<file path="config.mk">
export PLATFORM = sky130hd
export DESIGN_NAME = switch_egress_arbiter_flat
export DESIGN_NICKNAME = d
export VERILOG_FILES = /design/src/rtl/switch_egress_arbiter_if.sv /design/src/rtl/switch_egress_arbiter.sv /design/src/flat_wrapper.sv
export SDC_FILE = /design/constraint.sdc
export NUM_CORES = 1
export LEC_CHECK = 0
export BUFFER_PORTS_ARGS = -buffer_cell sky130_fd_sc_hd__clkbuf_2
export CAP_MARGIN = 20
export CORE_MARGIN = 2
export CORE_UTILIZATION = 44
export CTS_BUF_LIST = sky130_fd_sc_hd__clkbuf_16
export CTS_CLUSTER_SIZE = 25
export DETAILED_ROUTE_END_ITERATION = 6
export GPL_TIMING_DRIVEN = 0
export PLACE_DENSITY = 0.95
export SYNTH_ARGS = -nofsm -noshare
export SYNTH_HDL_FRONTEND = slang
export SYNTH_SLANG_ARGS = --single-unit
</file>
<file path="constraint.sdc">
create_clock -name i_clk -period 5.7 [get_ports i_clk]
set_clock_uncertainty 0.2 [all_clocks]
set_input_delay 0 -clock i_clk [delete_from_list [all_inputs] [get_ports i_clk]]
set_output_delay 0 -clock i_clk [all_outputs]
set_load 0.01 [all_outputs]
</file>
<file path="src/rtl/switch_egress_arbiter_if.sv">
// Bundle between the ingress buffers, the arbiter and the egress MAC.
// A beat moves on a cycle where valid and ready are both high; valid holds its beat stable until then; ready may depend combinationally on valid.
interface switch_egress_arbiter_if #(
    parameter int g_DEVICES    = 4,
    parameter int g_DATA_WIDTH = 32
);
    logic [g_DEVICES-1:0]              i_valid;
    logic [g_DEVICES-1:0]              i_sop;
    logic [g_DEVICES-1:0]              i_eop;
    logic [g_DEVICES*g_DATA_WIDTH-1:0] i_data;
    logic [g_DEVICES-1:0]              o_ready;
    logic                              o_valid;
    logic                              o_sop;
    logic                              o_eop;
    logic [g_DATA_WIDTH-1:0]           o_data;
    logic                              i_ready;
    logic [g_DEVICES-1:0]              o_grant;
    logic                              o_pktDone;
    logic                              o_truncated;
    logic                              o_sopError;
    logic [1:0]                        o_state;

    // master is the arbiter itself; slave is the surrounding ingress/egress side.
    modport master (
        input  i_valid, i_sop, i_eop, i_data, i_ready,
        output o_ready, o_valid, o_sop, o_eop, o_data,
        output o_grant, o_pktDone, o_truncated, o_sopError, o_state
    );
    modport slave (
        output i_valid, i_sop, i_eop, i_data, i_ready,
        input  o_ready, o_valid, o_sop, o_eop, o_data,
        input  o_grant, o_pktDone, o_truncated, o_sopError, o_state
    );
endinterface

</file>
<file path="src/rtl/switch_egress_arbiter.sv">
// Round-robin packet arbiter for one egress port: grants whole packets, truncates
// packets longer than g_MAX_BEATS and drains their tail. o_state: 0 IDLE, 1 LOCKED, 2 DRAIN.
module switch_egress_arbiter #(
    parameter int g_DEVICES    = 4,
    parameter int g_DATA_WIDTH = 32,
    parameter int g_MAX_BEATS  = 375
) (
    input  logic                   i_clk,
    input  logic                   i_rst,
    switch_egress_arbiter_if.master bus
);
    localparam int IW = $clog2(g_DEVICES);
    localparam int CW = $clog2(g_MAX_BEATS + 1);

    typedef enum logic [1:0] {
        ST_IDLE   = 2'd0,
        ST_LOCKED = 2'd1,
        ST_DRAIN  = 2'd2
    } state_t;

    state_t               state_q;
    logic [g_DEVICES-1:0] grant_q;
    logic [IW-1:0]        rr_q;
    logic [CW-1:0]        cnt_q;
    logic [CW-1:0]        cnt_d;
    logic                 pkt_done_q;
    logic                 trunc_q;
    logic                 sop_err_q;

    logic [g_DEVICES-1:0] cand;
    logic                 win_found;
    logic [IW-1:0]        win_idx;
    logic [g_DEVICES-1:0] win_onehot;
    logic [IW-1:0]        g_idx;
    logic                 g_valid;
    logic                 g_eop;
    logic                 at_limit;
    logic                 xfer;

    // Winner is the first SOP requester strictly after the last owner.
    always_comb begin
        cand       = bus.i_valid & bus.i_sop;
        win_found  = 1'b0;
        win_idx    = '0;
        for (int k = 1; k <= g_DEVICES; k++) begin
            if (!win_found && cand[(int'(rr_q) + k) % g_DEVICES]) begin
                win_found = 1'b1;
                win_idx   = IW'((int'(rr_q) + k) % g_DEVICES);
            end
        end
        win_onehot          = '0;
        win_onehot[win_idx] = 1'b1;
    end

    always_comb begin
        g_idx = '0;
        for (int n = 0; n < g_DEVICES; n++) begin
            if (grant_q[n]) g_idx = IW'(n);
        end
    end

    assign g_valid  = bus.i_valid[g_idx];
    assign g_eop    = bus.i_eop[g_idx];
    assign at_limit = (cnt_q == CW'(g_MAX_BEATS - 1));
    assign cnt_d    = cnt_q + CW'(1);

    always_comb begin
        bus.o_valid = (state_q == ST_LOCKED) & g_valid;
        bus.o_sop   = (state_q == ST_LOCKED) & bus.i_sop[g_idx];
        bus.o_eop   = (state_q == ST_LOCKED) & (g_eop | at_limit);
        bus.o_data  = (state_q == ST_LOCKED) ?
                      bus.i_data[int'(g_idx)*g_DATA_WIDTH +: g_DATA_WIDTH] : '0;
        // In IDLE, stray non-SOP beats are swallowed; SOP requesters wait for a grant.
        case (state_q)
            ST_IDLE:   bus.o_ready = bus.i_valid & ~bus.i_sop;
            ST_LOCKED: bus.o_ready = grant_q & {g_DEVICES{bus.i_ready}};
            ST_DRAIN:  bus.o_ready = grant_q;
            default:   bus.o_ready = '0;
        endcase
    end

    assign xfer            = bus.o_valid & bus.i_ready;
    assign bus.o_grant     = grant_q;
    assign bus.o_pktDone   = pkt_done_q;
    assign bus.o_truncated = trunc_q;
    assign bus.o_sopError  = sop_err_q;
    assign bus.o_state     = state_q;

    always_ff @(posedge i_clk) begin
        if (i_rst) begin
            state_q    <= ST_IDLE;
            grant_q    <= '0;
            rr_q       <= IW'(g_DEVICES - 1);
            cnt_q      <= '0;
            pkt_done_q <= 1'b0;
            trunc_q    <= 1'b0;
            sop_err_q  <= 1'b0;
        end else begin
            pkt_done_q <= 1'b0;
            trunc_q    <= 1'b0;
            sop_err_q  <= 1'b0;
            case (state_q)
                ST_IDLE: begin
                    sop_err_q <= |(bus.i_valid & ~bus.i_sop);
                    if (win_found) begin
                        grant_q <= win_onehot;
                        state_q <= ST_LOCKED;
                        cnt_q   <= '0;
                    end
                end
                ST_LOCKED: begin
                    if (xfer) begin
                        cnt_q <= cnt_d;
                        if (g_eop) begin
                            state_q    <= ST_IDLE;
                            rr_q       <= g_idx;
                            grant_q    <= '0;
                            pkt_done_q <= 1'b1;
                        end else if (at_limit) begin
                            state_q <= ST_DRAIN;
                            trunc_q <= 1'b1;
                        end
                    end
                end
                ST_DRAIN: begin
                    if (g_valid && g_eop) begin
                        state_q <= ST_IDLE;
                        rr_q    <= g_idx;
                        grant_q <= '0;
                    end
                end
                default: state_q <= ST_IDLE;
            endcase
        end
    end
endmodule

</file>
<file path="src/flat_wrapper.sv">
// flat-port wrapper written by rule: the top's interface ports become plain ports
module switch_egress_arbiter_flat 
#(
    parameter int g_DEVICES    = 4,
    parameter int g_DATA_WIDTH = 32,
    parameter int g_MAX_BEATS  = 375
)
  (i_clk, i_rst, bus_i_valid, bus_i_sop, bus_i_eop, bus_i_data, bus_i_ready, bus_o_ready, bus_o_valid, bus_o_sop, bus_o_eop, bus_o_data, bus_o_grant, bus_o_pktDone, bus_o_truncated, bus_o_sopError, bus_o_state);
  switch_egress_arbiter_if #(.g_DEVICES(g_DEVICES), .g_DATA_WIDTH(g_DATA_WIDTH)) bus_i ();
  input  logic i_clk;
  input  logic i_rst;
  input wire logic [$bits(bus_i.i_valid)-1:0] bus_i_valid;
  input wire logic [$bits(bus_i.i_sop)-1:0] bus_i_sop;
  input wire logic [$bits(bus_i.i_eop)-1:0] bus_i_eop;
  input wire logic [$bits(bus_i.i_data)-1:0] bus_i_data;
  input wire logic [$bits(bus_i.i_ready)-1:0] bus_i_ready;
  output wire logic [$bits(bus_i.o_ready)-1:0] bus_o_ready;
  output wire logic [$bits(bus_i.o_valid)-1:0] bus_o_valid;
  output wire logic [$bits(bus_i.o_sop)-1:0] bus_o_sop;
  output wire logic [$bits(bus_i.o_eop)-1:0] bus_o_eop;
  output wire logic [$bits(bus_i.o_data)-1:0] bus_o_data;
  output wire logic [$bits(bus_i.o_grant)-1:0] bus_o_grant;
  output wire logic [$bits(bus_i.o_pktDone)-1:0] bus_o_pktDone;
  output wire logic [$bits(bus_i.o_truncated)-1:0] bus_o_truncated;
  output wire logic [$bits(bus_i.o_sopError)-1:0] bus_o_sopError;
  output wire logic [$bits(bus_i.o_state)-1:0] bus_o_state;
  assign bus_i.i_valid = bus_i_valid;
  assign bus_i.i_sop = bus_i_sop;
  assign bus_i.i_eop = bus_i_eop;
  assign bus_i.i_data = bus_i_data;
  assign bus_i.i_ready = bus_i_ready;
  assign bus_o_ready = bus_i.o_ready;
  assign bus_o_valid = bus_i.o_valid;
  assign bus_o_sop = bus_i.o_sop;
  assign bus_o_eop = bus_i.o_eop;
  assign bus_o_data = bus_i.o_data;
  assign bus_o_grant = bus_i.o_grant;
  assign bus_o_pktDone = bus_i.o_pktDone;
  assign bus_o_truncated = bus_i.o_truncated;
  assign bus_o_sopError = bus_i.o_sopError;
  assign bus_o_state = bus_i.o_state;
  switch_egress_arbiter #(.g_DEVICES(g_DEVICES), .g_DATA_WIDTH(g_DATA_WIDTH), .g_MAX_BEATS(g_MAX_BEATS)) u_core (.i_clk(i_clk), .i_rst(i_rst), .bus(bus_i));
endmodule
</file>
==> results.ini <==
[global_route]
use_met3_pct=5.54
antenna_found_initial=0
grt_use_met1_pct=34.5
grt_pass1_vias=3502
grtUsageTotal_pct=30.3
top_usage_layer=met2
grt_pass1_wl_um=15600
grt_overflow_total=0
grt_max_degree=11
grtUsageMet2_pct=56.3

[synthesis]
synth_seq_cells=20
synth-simple-area-share_pct=34.7
synth_fa_ha_area_share_pct=3.48
synthMuxAreaShare_pct=15.2
synth_edf_count=0
synth_top_family_by_area=simple AND/OR/NAND/NOR gates
synth_xor_area_share_pct=1.74
synth_cell_types=43
syn_nets=534
async_flop_share_pct=0
synth_flop_cell=dfxtp_1
syn_area_um2=2520
ys_warn_count=0
synth_compound_area_share_pct=23.4
yosysSeqAreaShare_pct=15.9
synthCells=384
avgSynthCellArea_um2=6.55

[placed_design]
gp_congestion=0.901
port-buffer-count=189
place_hpwl_um=8040
post-place-cells=645
place_ws_ns=2.84

[timing]
finalHoldViolCount=0
fmax_mhz=338
tightest_slew_ns=0.752
maxSlewHeadroom_pct=49.9
tns_ns=0
timing.final.crit_period_ns=2.96
setup_violations=0
slew_violations=0
timing.final.crit_share_pct=51.9
setup_slack_ns=2.74
rsz0062_at_grt=false

[setup_path]
cp.arrival_ns=2.94
cpMostUsedCell=a21oi_1
cp_max_fo=10
worst_ep_required_time_ns=5.68
r2r_start=u_core.bus.o_grant[2]
path_class=reg -> reg
cp.buffers_inverters=2
worstPathCellList=clkbuf_1, nor2_1, a221oi_4, a21oi_1, or4_1, buf_2, or4b_1, a21oi_1
critPathCaptureType=register
cp_slowest_stage_delay_ns=0.48
crit_family=simple AND/OR/NAND/NOR gates
startpoint_type=register
cpMaxStageDelayCell=or4b_1
cp-startpoint=u_core.bus.o_grant[2]
r2r_setup_slack_ns=2.74

[clock_tree]
cts-htree-levels=1
cts-root-buf=clkbuf_16
clock_latency_ns=0.26
clockBufferDepth=2
cts.reportedPaths.clkPinSlew_ns=0.06
numCtsBuffers=3
cts_sinks=20
cts_tree=yes
post_cts_buffers=0

[routing]
drc=0
vias=3615
ant_nets=0
via_per_inst=5.54
wl_per_cell_um=15.5
wirelength_um=10100
drt-pass1-iter-count=6
drt_iter0_drc=193

[die]
design.core.area_um2=5510
initial_core_util_pct=45.7
io_pins=191
die_y_um=79.6
fp.dieW_um=79.6
die-area_um2=6340
rows=27

[cells_and_area]
area_growth_pct=45.7
fillers=478
nets=732
fin_cells=652
antennaDiodeCount=0
drive_above_1_share_pct=34.5

[run]
drv_cap=0

[run_status]
outcome=finished, final reports clean

[pwr]
vdd_drop_max_v=0.000196
p_per_area_nw_per_um2=307
power_leakage_nw=1.78
total_power_w=0.00112

[min_path]
hp-class=in -> reg
worstHoldStart=bus_i_ready

[where the power goes]
part | internal, W | switching, W | leakage [nW]
Clock | 0.0000928 | 0.0000559 | 0.0370
Combinational | 0.000335 | 0.000459 | 1.58
Sequential | 0.000161 | 0.0000224 | 0.163
Total | 0.000588 | 0.000537 | 1.78
[flip-flops by register name, indices dropped and copies added (netlist names)]
| name | cells |
|---|---|
| u_core.cnt_q | 9 |
| u_core.bus.o_sopError | 1 |
| u_core.bus.o_grant | 4 |
| u_core.rr_q | 2 |
| u_core.bus.o_state | 2 |
| u_core.bus.o_truncated | 1 |
| u_core.bus.o_pktDone | 1 |
[cell usage after synthesis (2+ instances only)]
master	count	share of area, %
nor2_1	51	7.6
nand2_1	50	7.5
a21oi_1	44	8.8
mux2i_1	37	15
o21ai_0	37	7.4
and2_1	36	9.0
clkbuf_1	20	3.0
dfxtp_1	20	16
nand2b_1	10	2.5
ha_1	7	3.5
inv_1	7	1.0
buf_1	5	0.75
nand4_1	5	1.2
xor2_1	5	1.7
a2bb2oi_1	4	1.4
or4_1	4	1.2
a211oi_1	3	0.90
a31oi_1	3	0.75
and3_1	3	0.75
nand3_1	3	0.60
nor3_1	3	0.60
a22oi_1	2	0.60
buf_2	2	0.40
nor3b_1	2	0.60
o211ai_1	2	0.60
or2_2	2	0.50
[path summary, 6_finish.rpt]
path,end,cells past startpoint
worst min register to register,u_core.bus.o_grant[0],2
worst min-delay path,u_core.bus.o_state[1],4
worst max-delay path,u_core.bus.o_grant[1],8
worst max register to register,u_core.bus.o_grant[1],8
[cell usage in the layout (no fill, tap or decap), types with 4 or more instances in the layout]
cell type | netlist | final
a2bb2oi_1 | 4 | 4
mux2i_1 | 37 | 37
a21oi_1 | 44 | 44
inv_1 | 7 | 7
clkbuf_2 | 0 | 189
nand2b_1 | 10 | 10
buf_1 | 5 | 5
and2_1 | 36 | 36
xor2_1 | 5 | 5
nor2_1 | 51 | 51
dlygate4sd3_1 | 0 | 4
clkbuf_1 | 20 | 20
dfxtp_1 | 20 | 20
ha_1 | 7 | 7
or4_1 | 4 | 4
nand4_1 | 5 | 5
nand2_1 | 50 | 50
o21ai_0 | 37 | 37
[metal layers]
layer | part of all wire, % | routed length, um
met1 | 39 | 3900
met2 | 49 | 4990
met3 | 9.4 | 950
met4 | 2.8 | 283
met5 | 0 | 0
[per-stage QoR]
stage          cell area, um2  utilization (%)  hold WS [ns]
2_1_floorplan            2520                -      0.000793
3_3_place_gp             3550             64.5         0.172
3_5_place_dp             3550             64.5         0.191
4_1_cts                  3670             66.6        0.0278
5_1_grt                  3670             66.6        0.0742
6_report                 3670             66.6        0.0274
[worst register-to-register path: stages (launching register included)]
cell	delay, ns
dfxtp_1	0.34
clkbuf_1	0.41
nor2_1	0.14
a221oi_4	0.43
a21oi_1	0.13
or4_1	0.39
buf_2	0.17
or4b_1	0.48
a21oi_1	0.19
[kinds of logic after synthesis]
group | Yosys count
flip-flops | 20
XOR/XNOR | 5
AO/OA/AOI/OAI | 102
adder cells (fa/ha/maj) | 7
AND/OR/NAND/NOR | 177
buffers and inverters | 35
multiplexers | 38
[repair_timing]
item | in CTS | in global routing
hold endpoints to repair | 3 | 0
gates resized for setup | 0 | 0
hold buffers | 4 | 0
[layout make-up]
cell class | count | area (um2) | share of cell area, %
plain buffers | 28 | 115 | 3.14
flip-flops and latches | 20 | 400 | 10.9
clock buffers | 3 | 75.1 | 2.05
multi-input cells | 329 | 1970 | 53.8
well taps | 72 | 90.1 | 2.46
repair buffers | 193 | 986 | 26.9
inverters | 7 | 26.3 | 0.716
(Power assumes the default switching activity.)
